<file path="config.mk">
export PLATFORM = sky130hd
export DESIGN_NAME = int_sequencer_flat
export DESIGN_NICKNAME = d
export VERILOG_FILES = /design/src/rtl/int_sequencer_pkg.sv /design/src/rtl/int_sequencer_if.sv /design/src/rtl/int_sequencer_edge_latch.sv /design/src/rtl/int_sequencer.sv /design/src/flat_wrapper.sv
export SDC_FILE = /design/constraint.sdc
export NUM_CORES = 1
export LEC_CHECK = 0
export ABC_AREA = 1
export CORE_ASPECT_RATIO = 1.1
export CORE_MARGIN = 2
export CORE_UTILIZATION = 40
export CTS_BUF_LIST = sky130_fd_sc_hd__clkbuf_16
export DETAILED_ROUTE_END_ITERATION = 16
export PLACE_DENSITY = 0.75
export REMOVE_ABC_BUFFERS = 1
export SLEW_MARGIN = 20
export SYNTH_ARGS = -nofsm -noshare
export SYNTH_HDL_FRONTEND = slang
export SYNTH_SLANG_ARGS = --single-unit
</file>
<file path="constraint.sdc">
create_clock -name clk -period 1.3 [get_ports clk]
set_input_delay 0.13 -clock clk [delete_from_list [all_inputs] [get_ports clk]]
set_output_delay 0.13 -clock clk [all_outputs]
set_load 0.05 [all_outputs]
</file>
<file path="src/rtl/int_sequencer_pkg.sv">
// Shared constants and types for the interrupt entry sequencer:
// state encoding, vector addresses and CCR flag positions.
package int_sequencer_pkg;

    localparam int DATA_W = 8;
    localparam int CCR_W  = 4;

    localparam logic [DATA_W-1:0] VEC_ADDR       = 8'h01;
    localparam logic [DATA_W-1:0] RESET_VEC_ADDR = 8'h00;

    // Bit positions inside the {V,C,N,Z} flag word
    localparam int CCR_Z = 0;
    localparam int CCR_N = 1;
    localparam int CCR_C = 2;
    localparam int CCR_V = 3;

    typedef enum logic [2:0] {
        ST_IDLE     = 3'd0,
        ST_WAIT_BND = 3'd1,
        ST_PUSH     = 3'd2,
        ST_VEC_RD   = 3'd3,
        ST_VEC_LD   = 3'd4,
        ST_ISR      = 3'd5
    } state_t;

endpackage

</file>
<file path="src/rtl/int_sequencer_if.sv">
// Signal bundle between the interrupt sequencer (master) and the
// fetch stage / stack / PC mux of the core (slave).
interface int_sequencer_if;
    import int_sequencer_pkg::*;

    // int_req is the external interrupt pin
    logic              int_req;
    logic              fetch_mid;
    logic              stall;
    logic [DATA_W-1:0] pc_cur;
    logic [CCR_W-1:0]  ccr_in;
    logic              rti_retire;
    logic              int_ack;
    logic              push_req;
    logic [DATA_W-1:0] ret_pc;
    logic [CCR_W-1:0]  ccr_saved;
    logic              flush_fetch;
    logic              vec_rd;
    logic [DATA_W-1:0] vec_addr;
    logic              pc_load_vec;
    logic              in_isr;

    modport master (
        input  int_req, fetch_mid, stall, pc_cur, ccr_in, rti_retire,
        output int_ack, push_req, ret_pc, ccr_saved, flush_fetch,
               vec_rd, vec_addr, pc_load_vec, in_isr
    );

    modport slave (
        output int_req, fetch_mid, stall, pc_cur, ccr_in, rti_retire,
        input  int_ack, push_req, ret_pc, ccr_saved, flush_fetch,
               vec_rd, vec_addr, pc_load_vec, in_isr
    );

endinterface

</file>
<file path="src/rtl/int_sequencer_edge_latch.sv">
// Rising-edge detector on the interrupt pin feeding a sticky pending flag.
// An ack clears the flag; a rise coinciding with the ack is absorbed by that entry.
module int_edge_latch (
    input  logic clk,
    input  logic rst,
    input  logic int_req,
    input  logic ack,
    output logic pending
);

    logic int_q_reg;
    logic pending_reg;
    logic rise;

    assign rise    = int_req & ~int_q_reg;
    assign pending = pending_reg;

    always_ff @(posedge clk) begin
        // Loading int_q from the pin during reset keeps a held level from firing
        int_q_reg <= int_req;
        if (!rst) begin
            pending_reg <= 1'b0;
        end else if (ack) begin
            pending_reg <= 1'b0;
        end else if (rise) begin
            pending_reg <= 1'b1;
        end
    end

endmodule

</file>
<file path="src/rtl/int_sequencer.sv">
// Interrupt entry sequencer: waits for an instruction boundary, saves PC/CCR,
// flushes fetch, loads the PC from the ISR vector and masks until RTI retires.
module int_sequencer
    import int_sequencer_pkg::*;
#(
    parameter logic [DATA_W-1:0] VECTOR = VEC_ADDR
) (
    input  logic            clk,
    input  logic            rst,
    int_sequencer_if.master bus
);

    state_t            state_reg;
    state_t            state_next;
    logic              pending;
    logic              boundary;
    logic              entry;
    logic              int_ack_reg;
    logic              push_req_reg;
    logic              flush_reg;
    logic              vec_rd_reg;
    logic              pc_load_reg;
    logic              in_isr_reg;
    logic [DATA_W-1:0] ret_pc_reg;
    logic [CCR_W-1:0]  ccr_saved_reg;

    int_edge_latch u_edge (
        .clk     (clk),
        .rst     (rst),
        .int_req (bus.int_req),
        .ack     (entry),
        .pending (pending)
    );

    assign boundary = ~bus.fetch_mid & ~bus.stall;
    assign entry    = (state_next == ST_PUSH) && (state_reg != ST_PUSH);

    always_comb begin
        state_next = state_reg;
        case (state_reg)
            ST_IDLE:     if (pending) state_next = boundary ? ST_PUSH : ST_WAIT_BND;
            ST_WAIT_BND: if (boundary) state_next = ST_PUSH;
            ST_PUSH:     if (!bus.stall) state_next = ST_VEC_RD;
            ST_VEC_RD:   if (!bus.stall) state_next = ST_VEC_LD;
            ST_VEC_LD:   if (!bus.stall) state_next = ST_ISR;
            ST_ISR:      if (bus.rti_retire) state_next = pending ? ST_WAIT_BND : ST_IDLE;
            default:     state_next = ST_IDLE;
        endcase
    end

    // Outputs are decoded from the next state so they are registered with it
    always_ff @(posedge clk) begin
        if (!rst) begin
            state_reg     <= ST_IDLE;
            int_ack_reg   <= 1'b0;
            push_req_reg  <= 1'b0;
            flush_reg     <= 1'b0;
            vec_rd_reg    <= 1'b0;
            pc_load_reg   <= 1'b0;
            in_isr_reg    <= 1'b0;
            ret_pc_reg    <= '0;
            ccr_saved_reg <= '0;
        end else begin
            state_reg    <= state_next;
            int_ack_reg  <= entry;
            push_req_reg <= (state_next == ST_PUSH);
            flush_reg    <= (state_next inside {ST_PUSH, ST_VEC_RD, ST_VEC_LD});
            vec_rd_reg   <= (state_next == ST_VEC_RD);
            pc_load_reg  <= (state_next == ST_VEC_LD);
            in_isr_reg   <= (state_next == ST_ISR);
            if (entry) begin
                ret_pc_reg    <= bus.pc_cur;
                ccr_saved_reg <= bus.ccr_in;
            end
        end
    end

    assign bus.int_ack     = int_ack_reg;
    assign bus.push_req    = push_req_reg;
    assign bus.flush_fetch = flush_reg;
    assign bus.vec_rd      = vec_rd_reg;
    assign bus.pc_load_vec = pc_load_reg;
    assign bus.in_isr      = in_isr_reg;
    assign bus.ret_pc      = ret_pc_reg;
    assign bus.ccr_saved   = ccr_saved_reg;
    assign bus.vec_addr    = VECTOR;

endmodule

</file>
<file path="src/flat_wrapper.sv">
// flat-port wrapper written by rule: the top's interface ports become plain ports
module int_sequencer_flat import int_sequencer_pkg::*;
#(
    parameter logic [DATA_W-1:0] VECTOR = VEC_ADDR
)
  (clk, rst, bus_int_req, bus_fetch_mid, bus_stall, bus_pc_cur, bus_ccr_in, bus_rti_retire, bus_int_ack, bus_push_req, bus_ret_pc, bus_ccr_saved, bus_flush_fetch, bus_vec_rd, bus_vec_addr, bus_pc_load_vec, bus_in_isr);
  int_sequencer_if bus_i ();
  input  logic clk;
  input  logic rst;
  input wire logic [$bits(bus_i.int_req)-1:0] bus_int_req;
  input wire logic [$bits(bus_i.fetch_mid)-1:0] bus_fetch_mid;
  input wire logic [$bits(bus_i.stall)-1:0] bus_stall;
  input wire logic [$bits(bus_i.pc_cur)-1:0] bus_pc_cur;
  input wire logic [$bits(bus_i.ccr_in)-1:0] bus_ccr_in;
  input wire logic [$bits(bus_i.rti_retire)-1:0] bus_rti_retire;
  output wire logic [$bits(bus_i.int_ack)-1:0] bus_int_ack;
  output wire logic [$bits(bus_i.push_req)-1:0] bus_push_req;
  output wire logic [$bits(bus_i.ret_pc)-1:0] bus_ret_pc;
  output wire logic [$bits(bus_i.ccr_saved)-1:0] bus_ccr_saved;
  output wire logic [$bits(bus_i.flush_fetch)-1:0] bus_flush_fetch;
  output wire logic [$bits(bus_i.vec_rd)-1:0] bus_vec_rd;
  output wire logic [$bits(bus_i.vec_addr)-1:0] bus_vec_addr;
  output wire logic [$bits(bus_i.pc_load_vec)-1:0] bus_pc_load_vec;
  output wire logic [$bits(bus_i.in_isr)-1:0] bus_in_isr;
  assign bus_i.int_req = bus_int_req;
  assign bus_i.fetch_mid = bus_fetch_mid;
  assign bus_i.stall = bus_stall;
  assign bus_i.pc_cur = bus_pc_cur;
  assign bus_i.ccr_in = bus_ccr_in;
  assign bus_i.rti_retire = bus_rti_retire;
  assign bus_int_ack = bus_i.int_ack;
  assign bus_push_req = bus_i.push_req;
  assign bus_ret_pc = bus_i.ret_pc;
  assign bus_ccr_saved = bus_i.ccr_saved;
  assign bus_flush_fetch = bus_i.flush_fetch;
  assign bus_vec_rd = bus_i.vec_rd;
  assign bus_vec_addr = bus_i.vec_addr;
  assign bus_pc_load_vec = bus_i.pc_load_vec;
  assign bus_in_isr = bus_i.in_isr;
  int_sequencer #(.VECTOR(VECTOR)) u_core (.clk(clk), .rst(rst), .bus(bus_i));
endmodule
</file>
==> flow_summary.ini, run 1 <==
[status]
status = finished clean

[detailed_routing]
viasPerCell = 4.505
firstDrtPassIters = 4
ant_nets = 0
vias = 901
drc = 0
drt_first_iter_violations = 4
wl_per_cell_um = 11.65
wl_mm = 2.329

[setup_path]
worstPathRequired_ps = 1500
start_kind = primary input
worstPathArrival_ps = 1410
worst-path-max-fanout = 13
critPathKind = in -> reg
endpoint_kind = register

[synth]
netlist_instances = 130
yosysWarnings = 0
syn_avg_cell_area_um2 = 7.459
syn_area_um2 = 969.7
yosysTopAreaCell = dfxtp_1
synth-seq-cells = 23
ys_types = 17
synth-seq-area-share_pct = 47.48
yosysTopAreaCellShare_pct = 47.48
synth_area_leaders = dfxtp_1 47%, nand2_1 20%, buf_4 6.2%, inv_1 4.6%, nor2_1 4.3%

[floorplanning]
die_x_um = 50.95
rows = 18
initial_core_util_pct = 42.63
dieArea_um2 = 2835
io_pins = 44
die_height_um = 55.64
core_area_um2 = 2275

[clock_tree]
cts_tree = built
cts_buffers = 3
clk_latency_ps = 250
cts-root-buf = clkbuf_16
clock_path_buffers = 2
clkTransAtPathRegs_ps = 60
cts-htree-levels = 1
postCtsSetupRepairBufs = 0
cts_num_sinks = 23
hold_buffers = 0

[place]
place_hpwl_mm = 1.601
dp_worst_setup_slack_ps = -286.6
port_buffers = 35
place.gp.congestion = 0.8534
placed_area_um2 = 1520

[finish]
most-common-layout-cells = 51 x nand2_1, 21 x dfxtp_1, 19 x buf_12, 17 x clkdlybuf4s50_1, 12 x inv_1
design_area_um2 = 1648
area_growth_pct = 69.94
largest_reg_flops = 8
final_common_cell = nand2_1
drive_above_1_share_pct = 24.12
antenna_cells = 0
finalNetCount = 189

[sta]
slew_viol_final = 0
finalCritPeriodShare_pct = 93.36
layout_min_cycle_time_ps = 1214
setup_ws_ps = 86.29
rsz0062_at_grt = no
finalSetupTns_ps = 0
fin_skew_ps = 3.780
setup_violations = 0
max_freq_ghz = 0.8239
hold_violations = 0

[grt]
gr-usage-all-layers_pct = 16.21
grt_max_degree = 14
grt_pass1_wl_mm = 3.491
grt_overflow_total = 0
grt_pass1_vias = 874
antenna_found_initial = 0

[power]
p_per_area_nw_per_um2 = 1107
p_leak_nw = 0.7729
ir_worst_vdd_mv = 0.9459

[min_path]
hold_path.class = in -> reg

[run]
max_cap_violations = 0
logic make-up (layout without fill, tap and decap cells):
| group | after synthesis | in the layout | share of synthesized area (%) |
|---|---|---|---|
| AOI/OAI and AO/OA | 3 | 3 | 2.709 |
| buffers and inverters | 24 | 57 | 13.94 |
| DFF | 23 | 23 | 47.48 |
| other | 2 | 8 | 0.7745 |
| and+or+nand+nor | 78 | 79 | 35.10 |
area by class of cell:
class	count	area, µm²
timing repair buffer	39	573.1
clock buffer	3	75.07
multi-input combinational	90	441.7
inverter	14	52.55
fill	173	626.9
sequential	23	462.9
tap	30	37.54
clock inverter	1	5.005
critical path, stage by stage:
cell	delay, ps
clkdlybuf4s50_1	480
nor2_4	180
nand3_2	150
a21oi_4	210
buf_12	140
nand2_1	60
nand2_1	50
per-layer routing:
layer	part of all wire [%]	global-route usage [%]	vias up	wire length [µm]
met1	35	16.30	406	815
met5	0	0	-	0
met3	7.8	4.839	4	182
met4	1.7	8.108	0	40
li1	-	-	455	-
met2	55	29.31	36	1291
synth_stat cells:
master,n
buf_6,2
inv_1,12
buf_4,8
nand3_1,6
a21oi_4,1
o21ai_0,1
a21oi_1,1
nand2_1,52
nor2_2,3
nand4_2,1
conb_1,2
dfxtp_1,23
nand3_2,1
inv_2,2
nor3_1,2
nor2_1,11
nor2_4,2
worst paths after layout:
| kind | startpoint | end | slack [ps] | cells past startpoint |
|---|---|---|---|---|
| setup reg to reg | u_core.state_reg[1]$_SDFF_PN0_ | u_core.bus.vec_rd$_SDFF_PN0_ | 110 | 6 |
| setup / recovery | bus_stall | u_core.bus.ret_pc[5]$_SDFFE_PN0P_ | 90 | 7 |
| hold reg to reg | u_core.bus.ret_pc[4]$_SDFFE_PN0P_ | u_core.bus.ret_pc[4]$_SDFFE_PN0P_ | 490 | 2 |
| hold / removal | bus_int_req | u_core.u_edge.int_q_reg$_DFF_P_ | 360 | 1 |
power breakdown:
part	total [W]	switching, W	internal, W
registers	0.000769	0.0000329	0.000736
clock network	0.000658	0.000245	0.000413
logic	0.000398	0.000229	0.000169
what timing repair did:
item / CTS / global route
cloned: 0 / 1
endpoints found under the setup margin: 12 / 18
gates resized for setup: 1 / 9
pin swaps: 0 / 1
endpoints found under the hold margin: 0 / 0
through the flow:
step / instances / power, W / hold WS (ps) / utilization (%)
2_1_floorplan: 126 / 0.0009721 / 157.7 / -
3_3_place_gp: 195 / 0.001147 / 477.5 / 66.83
3_5_place_dp: 195 / 0.001154 / 482.3 / 66.83
4_1_cts: 199 / 0.001809 / 359.6 / 70.57
5_1_grt: 200 / 0.001894 / 357.0 / 72.44
6_report: 200 / 0.001825 / 362.3 / 72.44
No activity file was read; power rests on OpenSTA's default activity.
==> run 2, diff against run 1 <==
--- a/config.mk
+++ b/config.mk
@@ -13,7 +13,9 @@
 export DETAILED_ROUTE_END_ITERATION = 16
 export PLACE_DENSITY = 0.75
 export REMOVE_ABC_BUFFERS = 1
+export SETUP_SLACK_MARGIN = 0.05
 export SLEW_MARGIN = 20
 export SYNTH_ARGS = -nofsm -noshare
 export SYNTH_HDL_FRONTEND = slang
 export SYNTH_SLANG_ARGS = --single-unit
+export TNS_END_PERCENT = 1
==> flow_summary.ini, run 2 (same netlist as run 1, synthesis figures left out) <==
[setup_path]
worst-path-buf-inv = 1
ff2ff_path_depth = 6
startpoint = u_core.state_reg[1]$_SDFF_PN0_
critPathKind = reg -> reg
crit_top_cell = nor2_1
crit_slowest_cell = dfxtp_2
endpoint_kind = register
path_cells = inv_1 > nor2_1 > o21ai_0 > nand3_1 > nand2_1 > nor2_1
worstPathRequired_ps = 1480
cp_top_family = simple AND/OR/NAND/NOR gates
critPathMaxStageDelay_ps = 390
start_kind = register
worstPathArrival_ps = 1350
worst_r2r_endpoint = u_core.bus.vec_rd$_SDFF_PN0_
rr_startpoint = u_core.state_reg[1]$_SDFF_PN0_
worst-path-max-fanout = 4
r2r_slack_ps = 130

[detailed_routing]
vias = 902
drt_first_iter_violations = 11
wl_per_cell_um = 11.42
viasPerCell = 4.510
firstDrtPassIters = 4
drc = 0
wl_mm = 2.283
ant_nets = 0

[clock_tree]
clock_path_buffers = 2
cts-root-buf = clkbuf_16
postCtsSetupRepairBufs = 0
cts-htree-levels = 1
cts_buffers = 3
clk_latency_ps = 250
clkTransAtPathRegs_ps = 60
hold_buffers = 0
cts_num_sinks = 23
cts_tree = built

[run]
max_cap_violations = 0

[floorplanning]
io_pins = 44
die_x_um = 50.95
core_area_um2 = 2275
dieArea_um2 = 2835
rows = 18
initial_core_util_pct = 42.63
die_height_um = 55.64

[sta]
setup_ws_ps = 126.2
hold_violations = 0
max_freq_ghz = 0.8520
layout_min_cycle_time_ps = 1174
holdWs_ps = 355.3
finalCritPeriodShare_pct = 90.29
fin_skew_ps = 3.851
slew_viol_final = 0
rsz0062_at_grt = yes
setup_violations = 0
finalSetupTns_ps = 0

[grt]
grt_max_degree = 14
grt_overflow_total = 0
gr-usage-all-layers_pct = 16.21
grt_pass1_vias = 873
antenna_found_initial = 0
grt_pass1_wl_mm = 3.491

[power]
p_total_w = 0.001818
p_leak_nw = 0.7797
p_per_area_nw_per_um2 = 1110
ir_worst_vdd_mv = 0.9463

[finish]
utilization_pct = 72.00
most-common-layout-cells = 51 x nand2_1, 20 x dfxtp_1, 19 x buf_12, 16 x clkdlybuf4s50_1, 12 x inv_1
area_growth_pct = 68.90
drive_above_1_share_pct = 24.71
finalNetCount = 189
largest_reg_flops = 8
antenna_cells = 0
final_common_cell = nand2_1

[min_path]
worstHoldEndpoint = u_core.u_edge.int_q_reg$_DFF_P_
hp-start = bus_int_req
hold_path.class = in -> reg
holdPathStages = 1

[place]
port_buffers = 35
place.gp.congestion = 0.8534
place_hpwl_mm = 1.601
dp_worst_setup_slack_ps = -286.6

[status]
status = finished clean
-- run 2: cell types whose count changed in the layout (fill, tap and decap cells not counted), sizes merged --
cell / delta
dlymetal6s2s: +1
clkdlybuf4s50: -1
-- run 2: worst max path at each step --
| stage | slack, ps | depth (start not counted) | endpoint |
|---|---|---|---|
| after floorplan | 140 | 6 | u_core.bus.ccr_saved[0]$_SDFFE_PN0P_ |
| after global placement | -220 | 7 | u_core.bus.ccr_saved[0]$_SDFFE_PN0P_ |
| after detailed placement | -290 | 7 | u_core.bus.ret_pc[5]$_SDFFE_PN0P_ |
| after CTS | 50 | 6 | u_core.bus.ret_pc[5]$_SDFFE_PN0P_ |
| after global routing | 20 | 8 | u_core.bus.push_req$_SDFF_PN0_ |
| final | 130 | 6 | u_core.bus.vec_rd$_SDFF_PN0_ |
-- run 2: per-stage QoR --
step / instances / cell area, µm²
after floorplan: 126 / 909.6
after global placement: 195 / 1520
after detailed placement: 195 / 1520
after CTS: 199 / 1608
after global routing: 200 / 1638
final: 200 / 1638
-- run 2: routing by layer --
metal  track usage (%)  wire [µm]  up-vias
met5                 0          0        -
met4             8.108         76        0
met3             4.839        213        6
met2             29.31       1224       40
met1             16.30        770      402
li1                  -          -      454
-- run 2: final cells by class --
| class | instances | area, µm² |
|---|---|---|
| Clock inverter | 1 | 5.005 |
| Tap cell | 30 | 37.54 |
| Sequential cell | 23 | 464.2 |
| Inverter | 14 | 52.55 |
| Fill cell | 167 | 636.9 |
| Timing Repair Buffer | 39 | 575.6 |
| Clock buffer | 3 | 75.07 |
| Multi-Input combinational cell | 90 | 427.9 |
-- run 2: timing repair --
item	in CTS	in global routing
setup endpoints to repair	12	18
cloned	0	1
resized for setup	2	8
hold endpoints to repair	0	0
pin swaps	0	1
-- run 2: worst reg2reg max path: stages (launching register included) --
cell,delay (ps)
dfxtp_2,390
inv_1,80
nor2_1,160
o21ai_0,120
nand3_1,90
nand2_1,100
nor2_1,160
-- run 2: report_power, final --
| group | leakage [nW] | switching (W) | internal (W) |
|---|---|---|---|
| Sequential | 0.188 | 0.0000317 | 0.000736 |
| Clock | 0.0409 | 0.000245 | 0.000413 |
| Combinational | 0.551 | 0.000225 | 0.000167 |
| Total | 0.780 | 0.000502 | 0.00132 |
